File: config.mk
export PLATFORM = sky130hd
export DESIGN_NAME = var_state_bank
export DESIGN_NICKNAME = d
export VERILOG_FILES = /design/src/rtl/var_state_bank.sv
export SDC_FILE = /design/constraint.sdc
export NUM_CORES = 1
export LEC_CHECK = 0
export ABC_CLOCK_PERIOD_IN_PS = 5300
export CORE_MARGIN = 4
export CORE_UTILIZATION = 45
export CTS_CLUSTER_DIAMETER = 40
export DETAILED_ROUTE_END_ITERATION = 12
export DONT_BUFFER_PORTS = 1
export GPL_TIMING_DRIVEN = 0
export PLACE_DENSITY = 0.65
export SLEW_MARGIN = 20
export SYNTH_ARGS = -nofsm -noshare
export SYNTH_HDL_FRONTEND = slang
export SYNTH_SLANG_ARGS = --single-unit
File: constraint.sdc
create_clock -name clk -period 5.3 [get_ports clk]
set_input_delay 1.06 -clock clk [delete_from_list [all_inputs] [get_ports clk]]
set_output_delay 1.06 -clock clk [all_outputs]
set_load 0.01 [all_outputs]
File: src/rtl/var_state_bank.sv
// rtl/var_state_bank.sv - per-variable assignment store with decision, implication and backtrack sweep
module var_state_bank #(
  parameter int NUM_VARS   = 8,
  parameter int WIDTH_LVL  = 16,
  parameter int WIDTH_VIDX = 3
) (
  input  logic                          clk,
  input  logic                          rst,
  input  logic                          upd_valid_i,
  input  logic [NUM_VARS*3-1:0]         upd_value_i,
  input  logic                          dec_valid_i,
  input  logic [WIDTH_VIDX-1:0]         dec_var_i,
  input  logic [1:0]                    dec_value_i,
  input  logic                          bkt_valid_i,
  input  logic [WIDTH_LVL-1:0]          bkt_lvl_i,
  output logic [NUM_VARS*3-1:0]         var_value_o,
  output logic [NUM_VARS*WIDTH_LVL-1:0] var_lvl_o,
  output logic [WIDTH_LVL-1:0]          cur_lvl_o,
  output logic                          busy_o,
  output logic                          bkt_done_o,
  output logic                          conflict_o,
  output logic [WIDTH_VIDX-1:0]         conflict_var_o,
  output logic [WIDTH_LVL-1:0]          conflict_lvl_o,
  output logic                          dec_err_o,
  output logic                          all_assigned_o
);

  typedef enum logic [1:0] {IDLE, SCAN, DONE} state_t;

  state_t                state, state_nxt;
  logic [2:0]            val [NUM_VARS];
  logic [WIDTH_LVL-1:0]  lvl [NUM_VARS];
  logic [WIDTH_LVL-1:0]  cur_lvl;
  logic [WIDTH_LVL-1:0]  target;
  logic [WIDTH_VIDX-1:0] idx;
  logic                  conflict;
  logic [WIDTH_VIDX-1:0] conflict_var;
  logic [WIDTH_LVL-1:0]  conflict_lvl;
  logic                  dec_err;

  logic [NUM_VARS-1:0]   upd_store;
  logic [NUM_VARS-1:0]   upd_conf_vec;
  logic                  upd_conf;
  logic [WIDTH_VIDX-1:0] upd_cvar;
  logic                  dec_in_range;
  logic                  dec_free;
  logic                  dec_ok;

  always_comb begin
    upd_store    = '0;
    upd_conf_vec = '0;
    upd_conf     = 1'b0;
    upd_cvar     = '0;
    for (int i = 0; i < NUM_VARS; i++) begin
      upd_conf_vec[i] = (upd_value_i[3*i +: 2] == 2'b11) ||
                        ((upd_value_i[3*i +: 2] != 2'b00) && (val[i][1:0] != 2'b00) &&
                         (upd_value_i[3*i +: 2] != val[i][1:0]));
      upd_store[i]    = (val[i][1:0] == 2'b00) && (upd_value_i[3*i +: 2] != 2'b00) &&
                        (upd_value_i[3*i +: 2] != 2'b11);
    end
    // Scan downward so the lowest conflicting index is the one left standing.
    for (int i = NUM_VARS - 1; i >= 0; i--) begin
      if (upd_conf_vec[i]) begin
        upd_conf = 1'b1;
        upd_cvar = WIDTH_VIDX'(i);
      end
    end
  end

  always_comb begin
    dec_in_range = 1'b0;
    dec_free     = 1'b0;
    for (int i = 0; i < NUM_VARS; i++) begin
      if (int'(dec_var_i) == i) begin
        dec_in_range = 1'b1;
        dec_free     = (val[i][1:0] == 2'b00);
      end
    end
    dec_ok = dec_in_range && dec_free && (dec_value_i == 2'b01 || dec_value_i == 2'b10) &&
             (cur_lvl != '1);
  end

  always_comb begin
    state_nxt = state;
    case (state)
      IDLE:    if (bkt_valid_i) state_nxt = SCAN;
      SCAN:    if (int'(idx) == NUM_VARS - 1) state_nxt = DONE;
      DONE:    state_nxt = IDLE;
      default: state_nxt = IDLE;
    endcase
  end

  always_ff @(posedge clk or negedge rst) begin
    if (!rst) state <= IDLE;
    else      state <= state_nxt;
  end

  always_ff @(posedge clk or negedge rst) begin
    if (!rst) begin
      for (int i = 0; i < NUM_VARS; i++) begin
        val[i] <= 3'b000;
        lvl[i] <= '0;
      end
      cur_lvl      <= '0;
      target       <= '0;
      idx          <= '0;
      conflict     <= 1'b0;
      conflict_var <= '0;
      conflict_lvl <= '0;
      dec_err      <= 1'b0;
    end else begin
      dec_err <= 1'b0;
      case (state)
        IDLE: begin
          if (bkt_valid_i) begin
            target <= bkt_lvl_i;
            idx    <= '0;
          end else if (!conflict && dec_valid_i) begin
            if (dec_ok) begin
              cur_lvl <= cur_lvl + 1'b1;
              for (int i = 0; i < NUM_VARS; i++) begin
                if (int'(dec_var_i) == i) begin
                  val[i] <= {1'b0, dec_value_i};
                  lvl[i] <= cur_lvl + 1'b1;
                end
              end
            end else begin
              dec_err <= 1'b1;
            end
          end else if (!conflict && upd_valid_i) begin
            if (upd_conf) begin
              conflict     <= 1'b1;
              conflict_var <= upd_cvar;
              conflict_lvl <= cur_lvl;
            end else begin
              for (int i = 0; i < NUM_VARS; i++) begin
                if (upd_store[i]) begin
                  val[i] <= upd_value_i[3*i +: 3];
                  lvl[i] <= cur_lvl;
                end
              end
            end
          end
        end
        SCAN: begin
          for (int i = 0; i < NUM_VARS; i++) begin
            if (int'(idx) == i && lvl[i] > target) begin
              val[i] <= 3'b000;
              lvl[i] <= '0;
            end
          end
          idx <= idx + 1'b1;
        end
        DONE: begin
          if (target < cur_lvl) cur_lvl <= target;
          conflict     <= 1'b0;
          conflict_var <= '0;
          conflict_lvl <= '0;
        end
        default: ;
      endcase
    end
  end

  always_comb begin
    var_value_o    = '0;
    var_lvl_o      = '0;
    all_assigned_o = 1'b1;
    for (int i = 0; i < NUM_VARS; i++) begin
      var_value_o[3*i +: 3]                = val[i];
      var_lvl_o[WIDTH_LVL*i +: WIDTH_LVL]  = lvl[i];
      if (val[i][1:0] == 2'b00) all_assigned_o = 1'b0;
    end
  end

  assign cur_lvl_o      = cur_lvl;
  assign busy_o         = (state != IDLE);
  assign bkt_done_o     = (state == DONE);
  assign conflict_o     = conflict;
  assign conflict_var_o = conflict_var;
  assign conflict_lvl_o = conflict_lvl;
  assign dec_err_o      = dec_err;

endmodule
== Word level (Yosys, flattened, before mapping) ==
Cells that the tools add are included.

* $add $sub $neg: 2
* Magnitude comparators: 9
* Eq/ne operators: 79
* Multiplexer cells: 129
* Reductions and logical operators: 98

{| class="wikitable"
|+ Operators with widths
! operator !! count
|-
| $mux 128 || 5
|-
| $mux 16 || 32
|-
| $pmux 128 s2 || 1
|-
| $gt 16x16->1 || 8
|-
| $mux 24 || 5
|-
| $mux 3 || 37
|-
| $pmux 16 s2 || 2
|-
| $reduce_and 8->1 || 8
|-
| $ne 3x3->1 const B || 19
|-
| $ne 2x2->1 const B || 24
|-
| $pmux 24 s2 || 1
|-
| $logic_and 1x1->1 || 45
|-
| $mux 1 || 40
|-
| $reduce_bool 2->1 || 19
|-
| $eq 3x3->1 const B || 8
|-
| $eq 2x2->1 const B || 10
|-
| $logic_not 2->1 || 9
|-
| $add 16x1->16 const B || 1
|-
| $lt 16x16->1 || 1
|-
| $ne 16x16->1 const B || 1
|-
| $ne 2x2->1 || 8
|-
| $eq 3x2->1 const B || 4
|-
| $pmux 3 s2 || 2
|-
| $reduce_and 5->1 || 2
|-
| other kinds (11) || 25
|}

* Register bits after elaboration: 210
* Input bits: 50
* Output and inout bits: 192
* Logic and storage cells: 341

== Depth between registers and ports, before layout ==
Gate-level depths: netlist of run 1.

* Depth after elaboration: 17
* Depth in mapped cells: 11
* Mapped depth without buffers: 9

== Worst setup path before layout of run 1 ==
Ideal clock, no wire load.

* Path kind: input-to-reg
* From: in upd_value_i[6]
* To: reg lvl, in the netlist var_lvl_o[119]
* Library setup time: 0.125 ns
* Data arrival time: 2.947 ns
* Data required time: 5.175 ns
* Setup slack: 2.228 ns
* Stages: 9
* Path buffers: 2
* Cell sequence: o21ai_0 nand4_1 nor4_1 a21oi_1 a21oi_2 nor2b_1 buf_6 buf_6 mux2_4

* Cells in the longest elaborated chain, start to end: 9
* Elaborated cells on any way between the ends: 11
* Those cells by class: 3 x eq/ne; 3 x mux; 5 x reduce/logical

{| class="wikitable"
|+ RTL lines
! what !! RTL line !! text
|-
| start, declared || 10 || <nowiki>input logic [NUM_VARS*3-1:0] upd_value_i,</nowiki>
|-
| $reduce_bool 2->1 || 56 || <nowiki>((upd_value_i[3*i +: 2] != 2'b00) && (val[i][1:0] != 2'b00) &&</nowiki>
|-
| $logic_and 1x1->1 (2 in series) || 56 ||
|-
| $logic_or 1x1->1 * || 55 || <nowiki>upd_conf_vec[i] = (upd_value_i[3*i +: 2] == 2'b11) ||</nowiki>
|-
| $mux 1 * (3 in series) || 63 || <nowiki>if (upd_conf_vec[i]) begin</nowiki>
|-
| $ne 3x3->1 (no line) * || -- ||
|-
| $reduce_and 8->1 (no line) * || -- ||
|-
| end signal, assigned by index || 124 || <nowiki>lvl[i] <= cur_lvl + 1'b1;</nowiki>
|-
| end signal, assigned by index || 139 || <nowiki>lvl[i] <= cur_lvl;</nowiki>
|-
| end, declared || 32 || <nowiki>logic [WIDTH_LVL-1:0] lvl [NUM_VARS];</nowiki>
|}

Mark *: on every way between the ends. The rest lies on a longest branch, timed or not.
A chain may end at the register's enable or synchronous reset.

== Final worst setup path of run 1 ==
* From: reg target[11]
* To: reg val, in the netlist var_value_o[14]

* Cells in the longest elaborated chain, start to end: 4

{| class="wikitable"
|+ RTL lines
! what !! RTL line !! text
|-
| start, declared || 34 || <nowiki>logic [WIDTH_LVL-1:0] target;</nowiki>
|-
| start signal, assigned || 116 || <nowiki>target <= bkt_lvl_i;</nowiki>
|-
| $gt 16x16->1 || 147 || <nowiki>if (int'(idx) == i && lvl[i] > target) begin</nowiki>
|-
| $logic_and 1x1->1 || 147 ||
|-
| $ne 2x2->1 (no line) || -- ||
|-
| $reduce_and 8->1 (no line) || -- ||
|-
| end signal, assigned by index || 123 || <nowiki>val[i] <= {1'b0, dec_value_i};</nowiki>
|-
| end signal, assigned by index || 138 || <nowiki>val[i] <= upd_value_i[3*i +: 3];</nowiki>
|-
| end, declared || 31 || <nowiki>logic [2:0] val [NUM_VARS];</nowiki>
|}

Every way passes these cells.

==> run summary, run 1 <==
For this run, the top clock speed supported by timing is 266.8 MHz. The met1 track utilization from global routing was 35.39%. For the via count of the first global-routing pass, the log shows 10397. For the count of cells resized by post-cts repair, the log shows 0.

The post-synthesis sequential element count is 210, and the global placement routability congestion is 0.9463. Measured on the finished design, the core utilization comes to 52.89%. Global routing consumed, over all layers together, 27.88% of the routing resources.

Clock tree synthesis found a total of 210 sinks. Number of enable flip-flop cells after synthesis: 0. The path type of the worst min-delay path is in -> async. For this configuration, the core starts out at a cell density of 46.21%. The tools report the count of synthesis-stage warnings from yosys as 0. After clock tree synthesis, the clock-pin slew on the worst setup and hold paths is 0.06 ns. The category of the critical setup timing path is reg -> reg. The number of nets handed over by synthesis was 1414. The leakage power figure is 7.007 nW. After detailed routing, the number of vias per cell comes to 6.151.

The clock passes through at most 3 buffers. Total detailed-routing wirelength: 44640 um. In the routed design, unresolved DRC markers number 0. In this run, distinct cell masters in the synthesized netlist total 71.

The wire length per cell after detailed routing is 26.81 um. In the finished design, the share of the clock period the worst path needs comes to 70.72%. The proportion of synthesized chip area in sequential cells was 40.38%.

The longest individual stage delay on the worst path is 0.92 ns, and the count of buffers inserted at the top-level ports is 0. The most numerous cell in the Yosys netlist is sky130_fd_sc_hd__dfrtp_1. The tools report the critical path startpoint category as a register.

For the pin with the worst max-slew slack, the measured transition is 1.168 ns. The synthesized netlist occupies a cell area of 13010 um^2. Setup repair after global routing left no endpoint under its margin. The initial antenna violation count is 3, and the fraction of registers with async set/reset is 100.0%. The area growth from synthesis to layout works out to 14.47%. The global-route wire length before repair came out at 66740 um.

The signal on the critical path passes through inv_1 -> ha_1 -> nand4_1 -> a2111oi_1 -> a2111oi_0 -> o21ai_0 -> and3_1 -> buf_6 -> buf_8 -> mux2_4. In the synthesized netlist the dominant register cell turns out to be sky130_fd_sc_hd__dfrtp_1. For the worst slew slack as a fraction of its limit, the log shows 22.11%.

The root buffer selected by CTS was sky130_fd_sc_hd__clkbuf_16. Along the worst path, the maximum fanout reaches 10. The worst-case setup margin in the final layout came out at 1.552 ns.

The count of pins on the block boundary came out at 242. The top cell type by area accounts for 40.38% of the synthesized area. Post-placement setup slack: 1.280 ns. The number of buffers inserted to repair setup after CTS is 0, and the number of antenna-violating nets in the routed design is 0. Yosys attributes the largest share of cell area to sky130_fd_sc_hd__dfrtp_1 (40%), sky130_fd_sc_hd__ha_1 (14%), sky130_fd_sc_hd__mux2_4 (8.1%). In this run the vertical extent of the chip is 178.1 um. The routed layout has 10241 vias.

The count of cells in the finished layout, fillers not included, comes to 1665. The total die area was 31700 um^2; the final critical delay including setup and external delays was 3.748 ns. In this run the core area contains 61 standard-cell rows. The width of the die came out at 178.1 um. The pre-antenna-repair detailed-routing pass consisted of 6 iterations.

The dominant cell type by area after synthesis is sky130_fd_sc_hd__dfrtp_1. The number of hold violations in the final report was 0; the number of nets at the end of the flow was 1455. Counting every instance in the synthesized netlist gives 1214. Each instance of the synthesized netlist takes up on average 10.72 um^2. STA puts the critical path data required time at 5.70 ns.

The later pin in the worst-skew pair is clocked with a latency of 0.52 ns. Global routing used 9.220% of the available met3 tracks. The post-route netlist has 17.90% of its cells at a drive strength greater than 1. For the clock buffer count from CTS, the log shows 39. For the number of setup violations in the final report, the log shows 0.

The number of buffers inserted by hold repair at cts was 0; the arrival time reported for the critical path endpoint was 4.15 ns. The power per cell area is 686.6 nW/um^2. For the cell count after placement, the log shows 1592. The flow ran to the end, and the final reports show no timing, DRC or antenna violations.

Entering global routing, the biggest net connects 211 pins. Across all register-to-register paths, the minimum setup slack is 1.55 ns. The worst vdd rail ir drop is 0.0003962 V, and the max-slew violation total from the final report is 0. The logs give 0 for the number of maximum-capacitance constraint violations and 33190 um for the total half-perimeter wirelength after legalization and detailed placement. Ranked by instance count, the synthesized netlist is headed by sky130_fd_sc_hd__dfrtp_1 (210), sky130_fd_sc_hd__ha_1 (150), sky130_fd_sc_hd__nand2_1 (102), sky130_fd_sc_hd__a21oi_1 (83), sky130_fd_sc_hd__mux2_4 (70).

The layer carrying the most global-route usage is met2. The critical path contains buffers and inverters numbering 3 combined. CTS built an H-tree with a depth of 2. For the core area, the log shows 28160 um^2. The global-route congestion overflow total was 0.

After the first detailed-routing iteration, the DRC count stood at 848. TritonCTS built the clock tree. Worst clock skew: 0.01682 ns. Adding up every negative setup slack in the final design gives 0 ns. STA classifies the critical path endpoint as a register. The slowest stage of the critical path is the sky130_fd_sc_hd__a2111oi_1 cell. Grouping stages by cell kind, the critical path spends the most delay in compound AO/OA/AOI/OAI gates.

Met2 capacity usage during global routing: 45.51%.
## area by class of cell
cell class,count,area (um^2)
Buffer,50,321.6
Fill cell,2467,13270
Tap cell,378,473.0
Sequential cell,210,5255
Clock inverter,26,336.6
Clock buffer,45,1061
Inverter,48,180.2
Antenna cell,2,5.005
Multi-Input combinational cell,906,7264
## registers in the layout (all words and copies together) (netlist names)
| signal | flops |
|---|---|
| conflict_var_o | 3 |
| var_value_o | 24 |
| dec_err_o | 1 |
| conflict_o | 1 |
| var_lvl_o | 128 |
| state | 2 |
| conflict_lvl_o | 16 |
| idx | 3 |
| target | 16 |
| cur_lvl_o | 16 |
## report_power, final
| group | switching [mW] | internal (mW) |
|---|---|---|
| combinational | 2.51 | 1.84 |
| clock | 0.945 | 1.72 |
| sequential | 1.03 | 2.18 |
| total | 4.48 | 5.74 |
## metal layers
metal,up-vias,share of wire (%)
met4,4,3.1
met2,439,47
li1,4604,-
met5,-,0.045
met1,5095,40
met3,99,10
## metrics by stage
stage | power, mW | cell area [um^2] | hold slack, ns
after floorplan | 5.987 | 13010 | 0.5115
after global placement | 7.348 | 13490 | 0.5327
after detailed placement | 7.498 | 13490 | 0.5376
after CTS | 10.20 | 14890 | 0.2406
after global routing | 10.86 | 14890 | 0.2380
final | 10.23 | 14900 | 0.2527
## final timing paths
| path | from | to | cells after the start |
|---|---|---|---|
| worst max-delay path | target[11]$_DFFE_PN0P_ | var_value_o[14]$_DFFE_PN0P_ | 10 |
| worst min-delay path | rst | conflict_lvl_o[1]$_DFFE_PN0P_ | 0 |
| worst max register to register | target[11]$_DFFE_PN0P_ | var_value_o[14]$_DFFE_PN0P_ | 10 |
| worst min register to register | conflict_lvl_o[6]$_DFFE_PN0P_ | conflict_lvl_o[6]$_DFFE_PN0P_ | 2 |
| max in group asynchronous | rst | var_lvl_o[81]$_DFFE_PN0P_ | 0 |
| min in group clk | conflict_lvl_o[6]$_DFFE_PN0P_ | conflict_lvl_o[6]$_DFFE_PN0P_ | 2 |
## placed cells by master (no fill, tap or decap), drive strengths merged, types with 5 or more instances in the layout
master    count
nor3         14
nor2         63
nand4        31
nand2       102
clkinvlp      5
nor2b        19
a31oi        10
mux2        140
o31ai        14
bufinv        5
o21a          5
a211oi       11
o21ai        64
xor2          8
and3         18
ha          150
a22o         12
nand3        31
dfrtp       210
xnor2        12
a2111oi       9
inv          59
and2          6
or4           6
clkbuf       75
clkinv        5
a21o         17
buf          20
nand2b        7
nor4          7
o211ai       12
a21oi        85
## cell families (layout without fill, tap and decap cells)
logic type	Yosys count	after routing	share of synthesized area [%]
simple gates	323	323	12.45
compound gates	272	272	13.34
flops	210	210	40.38
fa+ha+maj	150	150	14.42
mux	141	141	14.21
buf+inv	98	169	3.855
xor+xnor	20	20	1.346
other cells	0	2	0
(Power assumes the default switching activity.)
==> run 2, diff against run 1 <==
--- a/config.mk
+++ b/config.mk
@@ -5,14 +5,14 @@
 export SDC_FILE = /design/constraint.sdc
 export NUM_CORES = 1
 export LEC_CHECK = 0
-export ABC_CLOCK_PERIOD_IN_PS = 5300
+export ABC_CLOCK_PERIOD_IN_PS = 3200
 export CORE_MARGIN = 4
 export CORE_UTILIZATION = 45
 export CTS_CLUSTER_DIAMETER = 40
 export DETAILED_ROUTE_END_ITERATION = 12
 export DONT_BUFFER_PORTS = 1
 export GPL_TIMING_DRIVEN = 0
-export PLACE_DENSITY = 0.65
+export PLACE_DENSITY = 0.67
 export SLEW_MARGIN = 20
 export SYNTH_ARGS = -nofsm -noshare
 export SYNTH_HDL_FRONTEND = slang
==> constraint.sdc (replaced) <==
create_clock -name clk -period 3.2 [get_ports clk]
set_input_delay 0.64 -clock clk [delete_from_list [all_inputs] [get_ports clk]]
set_output_delay 0.64 -clock clk [all_outputs]
set_load 0.01 [all_outputs]
==> run summary, run 2 (synthesis results as in run 1) <==
The max-slew violation total from the final report is 0 (unchanged). The reported net switching power was 7.640 mW (+70%); the clock-pin slew of the registers on the worst-case setup and hold paths was 0.05 ns (about the same). The worst hold slack is -0.1679 ns (-0.4206 ns).

The critical path startpoint category is a register. The startpoint identified for the worst register-to-register timing path is target[9]$_DFFE_PN0P_. The proportion of power drawn by the clock network came out at 22.7% (-3.3 points). The tools report the global placement routability congestion as 0.9301 (-1.7%). Number of iterations in the first detailed-routing pass: 7 (+1). In the layout the commonest cells are sky130_fd_sc_hd__dfrtp_1 (205), sky130_fd_sc_hd__ha_1 (141), sky130_fd_sc_hd__nand2_1 (102).

The flip-flop count of the largest register after layout was 128 (unchanged); the area growth from synthesis to layout was 19.48%. The number of nets at the end of the flow came out at 1504 (+3.4%). The logs give 0.52 ns (about the same) for the clock network latency to the later pin of the worst-skew pair and 10852 (+4.4%) for the via count of the first global-routing pass. The worst slew slack as a fraction of its limit came out at 36.63% (+15 points). For the clock sink count, the log shows 210 (unchanged). Setup repair after global routing could not meet its margin everywhere. The run gives 0 (unchanged) as the count of unresolved DRC violations after routing.

The count of pins on the block boundary is 242 (unchanged). The leakage power figure is 7.186 nW (+2.6%). The number of setup violations in the final report is 10 (+10).

The share of total power in sequential cells came out at 30.7% (-0.7 points). In this run the worst setup path begins at target[9]$_DFFE_PN0P_. The core area was 28160 um^2 (unchanged); the wire length per cell after detailed routing was 26.43 um (-1.4%). Worst clock skew: 0.01690 ns (+0.00008340 ns).

The category of the worst setup path capture point is a register. The total die area was 31700 um^2 (unchanged); the number of vias after detailed routing was 10594 (+3.4%). Leaving out fill and tap cells, the most frequent cell in the layout is sky130_fd_sc_hd__dfrtp_1.

The total number of H-tree levels came out at 2 (unchanged). The logs give 61 (unchanged) for the floorplan row count and 32700 um (-1.5%) for the total half-perimeter wirelength after legalization and detailed placement. The tools report the number of maximum-capacitance constraint violations as 0 (unchanged). The category of the critical setup timing path is reg -> reg. The global-route usage over all layers was 27.96% (+0.086 points). The post-layout instance count excluding filler cells is 1711 (+2.8%), and the number of hold violations in the final report is 210 (+210). The mean number of vias per cell is 6.192 (+0.67%). Final critical delay including setup and external delays: 3.216 ns (-0.5321 ns).

Fraction of layout cells with a size suffix above 1: 24.62% (+6.7 points). The post-placement setup slack came out at -0.3995 ns (-1.680 ns). The switching share of total power works out to 43.71% (-0.14 points). TritonCTS built the clock tree. The initial antenna violation count was 2 (-1); the data required time at the worst endpoint was 3.59 ns (-2.11 ns). The actual transition at the worst max-transition pin works out to 0.9505 ns (-0.2178 ns). The run gives 9.839 mW (+71%) as the design internal power. The total detailed-routing wirelength is 45220 um (+1.3%). The root buffer selected by CTS is sky130_fd_sc_hd__clkbuf_16. The arrival time reported for the critical path endpoint came out at 3.60 ns (-0.55 ns). The timing-limited maximum frequency is 310.9 MHz (+17%), and the die extent in y is 178.1 um (unchanged). The number of DRC violations after detailed-routing iteration 0 is 1033 (+22%), and the worst-case setup margin in the final layout is -0.01630 ns (-1.568 ns). For the cell count after placement, the log shows 1592 (unchanged). The power per cell area came out at 1124 nW/um^2 (+64%). The path type of the worst min-delay path is in -> async. The run gives 46.21% (unchanged) as the effective utilization at floorplan.

Global-route wire length before repair: 67070 um (+0.50%). The run finished, with violations left. Maximum buffer depth of the clock tree: 3 (unchanged).

The number of antenna-violating nets in the routed design was 0 (unchanged). The count of buffers inserted at the top-level ports works out to 0 (unchanged). The clock buffer count from CTS is 37 (-5.1%). The post-route clock period utilization is 100.5% (+30 points), and the global-route congestion overflow total is 0 (unchanged).

The logs give 211 (unchanged) for the largest net degree at the start of global routing and 46.6% (+4.0 points) for the combinational cell fraction of total power. The utilization of the core after routing is 55.21% (+2.3 points), and the largest fanout on the critical path is 10 (unchanged). The final reports fail on negative hold slack, negative setup slack. The worst vdd rail ir drop came out at 0.0006745 V (+70%). Width of the die: 178.1 um (unchanged).
## run 2: power groups by stage
stage | logic [mW] | clock network, mW | registers (mW)
2_1_floorplan | 5.15 | 0 | 4.77
6_report | 8.14 | 3.97 | 5.37
3_5_place_dp | 7.09 | 0 | 5.33
5_1_grt | 8.91 | 4.11 | 5.52
4_1_cts | 7.70 | 4.01 | 5.34
3_3_place_gp | 6.83 | 0 | 5.30
## run 2: cell type report
cell class,instances,area [um^2]
fill,2372,12610
timing repair buffer,52,490.5
tap,378,473.0
clock buffer,46,1032
buffer,49,325.3
antenna,1,2.502
sequential,210,5261
inverter,48,232.7
clock inverter,21,220.2
multi-input combinational,906,7511
## run 2: metal layers
metal / GRT usage (%) / up-vias / routed length, um
met5: 0 / - / 0
met4: 9.378 / 0 / 1526
met3: 9.856 / 111 / 4924
met2: 45.43 / 520 / 21080
met1: 34.80 / 5268 / 17690
li1: - / 4695 / -
## run 2: repair_timing
| item | 4_1_cts | 5_1_grt |
|---|---|---|
| buffers inserted | 31 | 21 |
| endpoints found under the hold margin | 210 | 210 |
| endpoints found under the setup margin | 145 | 114 |
| resized for setup | 42 | 29 |
| pin swaps | 6 | 7 |
## run 2: metrics by stage
| stage | TNS [ns] | power [mW] | hold slack (ns) | area, um^2 |
|---|---|---|---|---|
| 4_1_cts | -0.06882 | 17.04 | -0.1800 | 15240 |
| 3_5_place_dp | -28.51 | 12.42 | 0.3583 | 13490 |
| 6_report | -0.1097 | 17.48 | -0.1679 | 15550 |
| 5_1_grt | -1.038 | 18.54 | -0.1820 | 15550 |
| 3_3_place_gp | -27.90 | 12.13 | 0.3589 | 13490 |
| 2_1_floorplan | 0 | 9.915 | 0.3444 | 13010 |
## run 2: final timing paths
check	to	slack, ns	cells past startpoint
max	var_lvl_o[109]$_DFFE_PN0P_	-0.02	11
min	conflict_o$_DFFE_PN0P_	-0.17	0
max reg2reg	var_lvl_o[109]$_DFFE_PN0P_	-0.02	11
min reg2reg	conflict_lvl_o[11]$_DFFE_PN0P_	0.54	2
max in group asynchronous	var_lvl_o[106]$_DFFE_PN0P_	2.97	0
min in group clk	target[0]$_DFFE_PN0P_	0.24	2
## run 2: critical path: stages, from the launching register on
cell and delay [ns]:
sky130_fd_sc_hd__dfrtp_2 0.41, sky130_fd_sc_hd__clkinvlp_4 0.14, sky130_fd_sc_hd__buf_12 0.16, sky130_fd_sc_hd__ha_1 0.31, sky130_fd_sc_hd__nand4_1 0.24, sky130_fd_sc_hd__or4_4 0.62
sky130_fd_sc_hd__a31oi_2 0.22, sky130_fd_sc_hd__a31oi_1 0.10, sky130_fd_sc_hd__and3_1 0.24, sky130_fd_sc_hd__buf_6 0.15, sky130_fd_sc_hd__buf_8 0.18, sky130_fd_sc_hd__mux2_4 0.30
==> run 3, diff against run 2 <==
--- a/config.mk
+++ b/config.mk
@@ -7,12 +7,12 @@
 export LEC_CHECK = 0
 export ABC_CLOCK_PERIOD_IN_PS = 3200
 export CORE_MARGIN = 4
-export CORE_UTILIZATION = 45
+export CORE_UTILIZATION = 35
 export CTS_CLUSTER_DIAMETER = 40
 export DETAILED_ROUTE_END_ITERATION = 12
 export DONT_BUFFER_PORTS = 1
 export GPL_TIMING_DRIVEN = 0
-export PLACE_DENSITY = 0.67
+export PLACE_DENSITY = 0.56
 export SLEW_MARGIN = 20
 export SYNTH_ARGS = -nofsm -noshare
 export SYNTH_HDL_FRONTEND = slang
==> run summary, run 3 (synthesis results as in run 1) <==
For the largest net degree at the start of global routing, the log shows 211 (unchanged). The maximum buffer depth of the clock tree came out at 3 (unchanged). The flip-flop count of the largest register after layout was 128 (unchanged).

The run gives 0.9004 (-3.2%) as the global placement routability congestion. TritonCTS built the clock tree. In this design, the critical path's most frequently occurring cell is sky130_fd_sc_hd__buf_6. The max-slew violation total from the final report is 0 (unchanged). In the layout the commonest cells are sky130_fd_sc_hd__dfrtp_1 (203), sky130_fd_sc_hd__ha_1 (138), sky130_fd_sc_hd__nand2_1 (101).

The largest fanout on the critical path was 10 (unchanged). The timing-limited maximum frequency is 307.1 MHz (-1.2%). The clock network latency to the later pin of the worst-skew pair is 0.56 ns (+0.04 ns). The logs give 25 (+15) for the number of setup violations in the final report and 44 (+19%) for the clock buffer count from CTS. The run gives 10597 (+0.028%) as the number of vias after detailed routing.

The floorplan row count is 70 (+15%), and the total detailed-routing wirelength is 50280 um (+11%). The logs give 675 (-35%) for the number of DRC violations after detailed-routing iteration 0 and 40330 um^2 (+27%) for the total die area. The tools report the global-route wire length before repair as 73050 um (+8.9%). The cell sitting at the root of the clock tree is a sky130_fd_sc_hd__clkbuf_16. The width of the die was 200.8 um (+13%); the via count of the first global-routing pass was 10810 (-0.39%).

The worst slew slack as a fraction of its limit came out at 35.11% (-1.5 points). The critical path goes through clkinvlp_4 -> buf_4 -> ha_1 -> nand4_1 -> nor3_2 -> a21boi_1 -> or4b_2 -> a31oi_1 -> nor2b_1 -> buf_6 -> buf_6 -> mux2_4. The flow ran to the end, but the final reports show violations. The actual transition at the worst max-transition pin was 0.9734 ns (+0.02282 ns). The die extent in y came out at 200.8 um (+13%).

The mean number of vias per cell works out to 5.769 (-6.8%). The most common cell after layout, fill and taps aside is sky130_fd_sc_hd__dfrtp_1. For the global-route congestion overflow total, the log shows 0 (unchanged).

The final critical delay including setup and external delays is 3.256 ns (+0.03975 ns), and the share of total power in sequential cells is 28.9% (-1.8 points). The path type of the worst min-delay path is in -> async. The longest individual stage delay on the worst path was 0.66 ns (+0.04 ns). The reported net switching power is 8.183 mW (+7.1%).

Category of the worst setup path capture point: a register. The number of iterations in the first detailed-routing pass is 5 (-2), and the number of antenna-violating nets in the routed design is 0 (unchanged). Initial antenna violation count: 1 (-1). The cell family contributing the most delay on the critical path is simple AND/OR/NAND/NOR gates.

Design internal power: 10.73 mW (+9.0%). The worst setup path is of the reg -> reg kind. The worst clock skew is 0.02000 ns (+0.003093 ns), and the switching share of total power is 43.28% (-0.44 points). The total half-perimeter wirelength after legalization and detailed placement is 36320 um (+11%). The logs give 36610 um^2 (+30%) for the core area and 2 (unchanged) for the total number of H-tree levels. The count of unresolved DRC violations after routing is 0 (unchanged).

The power per cell area was 1157 nW/um^2 (+2.9%). Leakage power figure: 7.466 nW (+3.9%). The area growth from synthesis to layout is 25.57%, and the wire length per cell after detailed routing is 27.37 um (+3.6%). Setup repair after global routing could not meet its margin everywhere. Combinational cell fraction of total power: 46.1% (-0.5 points). The tools report the worst vdd rail ir drop as 0.0006522 V (-3.3%). The run gives 25.0% (+2.3 points) as the proportion of power drawn by the clock network. Number of hold violations in the final report: 210 (unchanged). The clock sink count came out at 210 (unchanged).

STA classifies the critical path startpoint as a register. The tools report the worst-case setup margin in the final layout as -0.05605 ns (-0.03975 ns). The fraction of layout cells with a size suffix above 1 came out at 27.63% (+3.0 points).

The count of buffers inserted at the top-level ports was 0 (unchanged); the global-route usage over all layers was 24.01% (-4.0 points). The worst hold slack came out at -0.2125 ns (-0.04464 ns). Arrival time reported for the critical path endpoint: 3.69 ns (+0.09 ns). The final reports fail on negative hold slack, negative setup slack.

For the data required time at the worst endpoint, the log shows 3.63 ns (+0.04 ns). The number of nets at the end of the flow is 1535 (+2.1%), and the post-route clock period utilization is 101.8% (+1.2 points). The tools report the accumulated negative setup slack as -0.9459 ns (-0.8362 ns). The critical path's slowest cell is sky130_fd_sc_hd__or4b_2.

The number of maximum-capacitance constraint violations is 0 (unchanged), and the effective utilization at floorplan is 35.55% (-11 points). The count of pins on the block boundary was 242 (unchanged). The critical path buffer and inverter count was 4 (unchanged); the clock-pin slew of the registers on the worst-case setup and hold paths was 0.06 ns (about the same).
[run 3: cell types whose count changed in the layout (fill, tap and decap cells not counted), sizes merged]
cell	delta
buf	+23
clkbuf	+6
inv	+5
bufinv	+3
clkinv	-2
clkinvlp	+1
[run 3: power by group through the flow]
stage	Clock, mW	Combinational [mW]	Sequential (mW)
3_3_place_gp	0	7.01	5.38
4_1_cts	4.82	7.97	5.44
3_5_place_dp	0	7.26	5.40
2_1_floorplan	0	5.15	4.77
5_1_grt	4.95	9.50	5.59
6_report	4.73	8.72	5.46
[run 3: timing repair]
action,4_1_cts,5_1_grt
buffers inserted,39,36
gates resized for setup,54,46
pin swaps,6,22
hold endpoints to repair,210,210
setup endpoints to repair,162,126
cloned,0,1
[run 3: cell type report]
| type | count | area, um^2 |
|---|---|---|
| diodes | 1 | 2.502 |
| plain buffers | 49 | 341.6 |
| clock buffers | 51 | 1167 |
| clock inverters | 28 | 355.3 |
| fillers | 3469 | 20270 |
| inverters | 48 | 232.7 |
| multi-input cells | 906 | 7659 |
| flip-flops and latches | 210 | 5264 |
| well taps | 468 | 585.6 |
| repair buffers | 76 | 733.2 |
[run 3: path summary, 6_finish.rpt]
check                                              start                       endpoint  slack (ns)  cells past startpoint
max in group asynchronous                            rst       cur_lvl_o[2]$_DFFE_PN0P_        2.95                      0
min reg2reg                conflict_lvl_o[6]$_DFFE_PN0P_  conflict_lvl_o[6]$_DFFE_PN0P_        0.54                      2
min in group clk                            bkt_lvl_i[5]          target[5]$_DFFE_PN0P_        0.19                      2
max                               target[15]$_DFFE_PN0P_     var_lvl_o[122]$_DFFE_PN0P_       -0.06                     12
min                                                  rst  conflict_lvl_o[1]$_DFFE_PN0P_       -0.21                      0
max reg2reg                       target[15]$_DFFE_PN0P_     var_lvl_o[122]$_DFFE_PN0P_       -0.06                     12
[run 3: metrics by stage]
stage	instances	instance area (um^2)	setup WS (ns)	power, mW	utilization, %
global route	1836	16340	-0.1506	20.04	44.63
finish	1837	16340	-0.05605	18.91	44.63
detailed placement	1682	13610	-0.5600	12.66	37.18
global placement	1682	13600	-0.7037	12.39	37.15
CTS	1799	15710	-0.05130	18.22	42.92
floorplan	1214	13010	0.3590	9.915	-
[run 3: per-layer routing]
layer | global-route usage (%) | vias up | share of wire (%)
li1 | - | 4771 | -
met1 | 29.85 | 5355 | 41
met2 | 40.29 | 379 | 48
met3 | 7.528 | 92 | 8.0
met4 | 7.006 | 0 | 2.9
met5 | 0 | - | 0
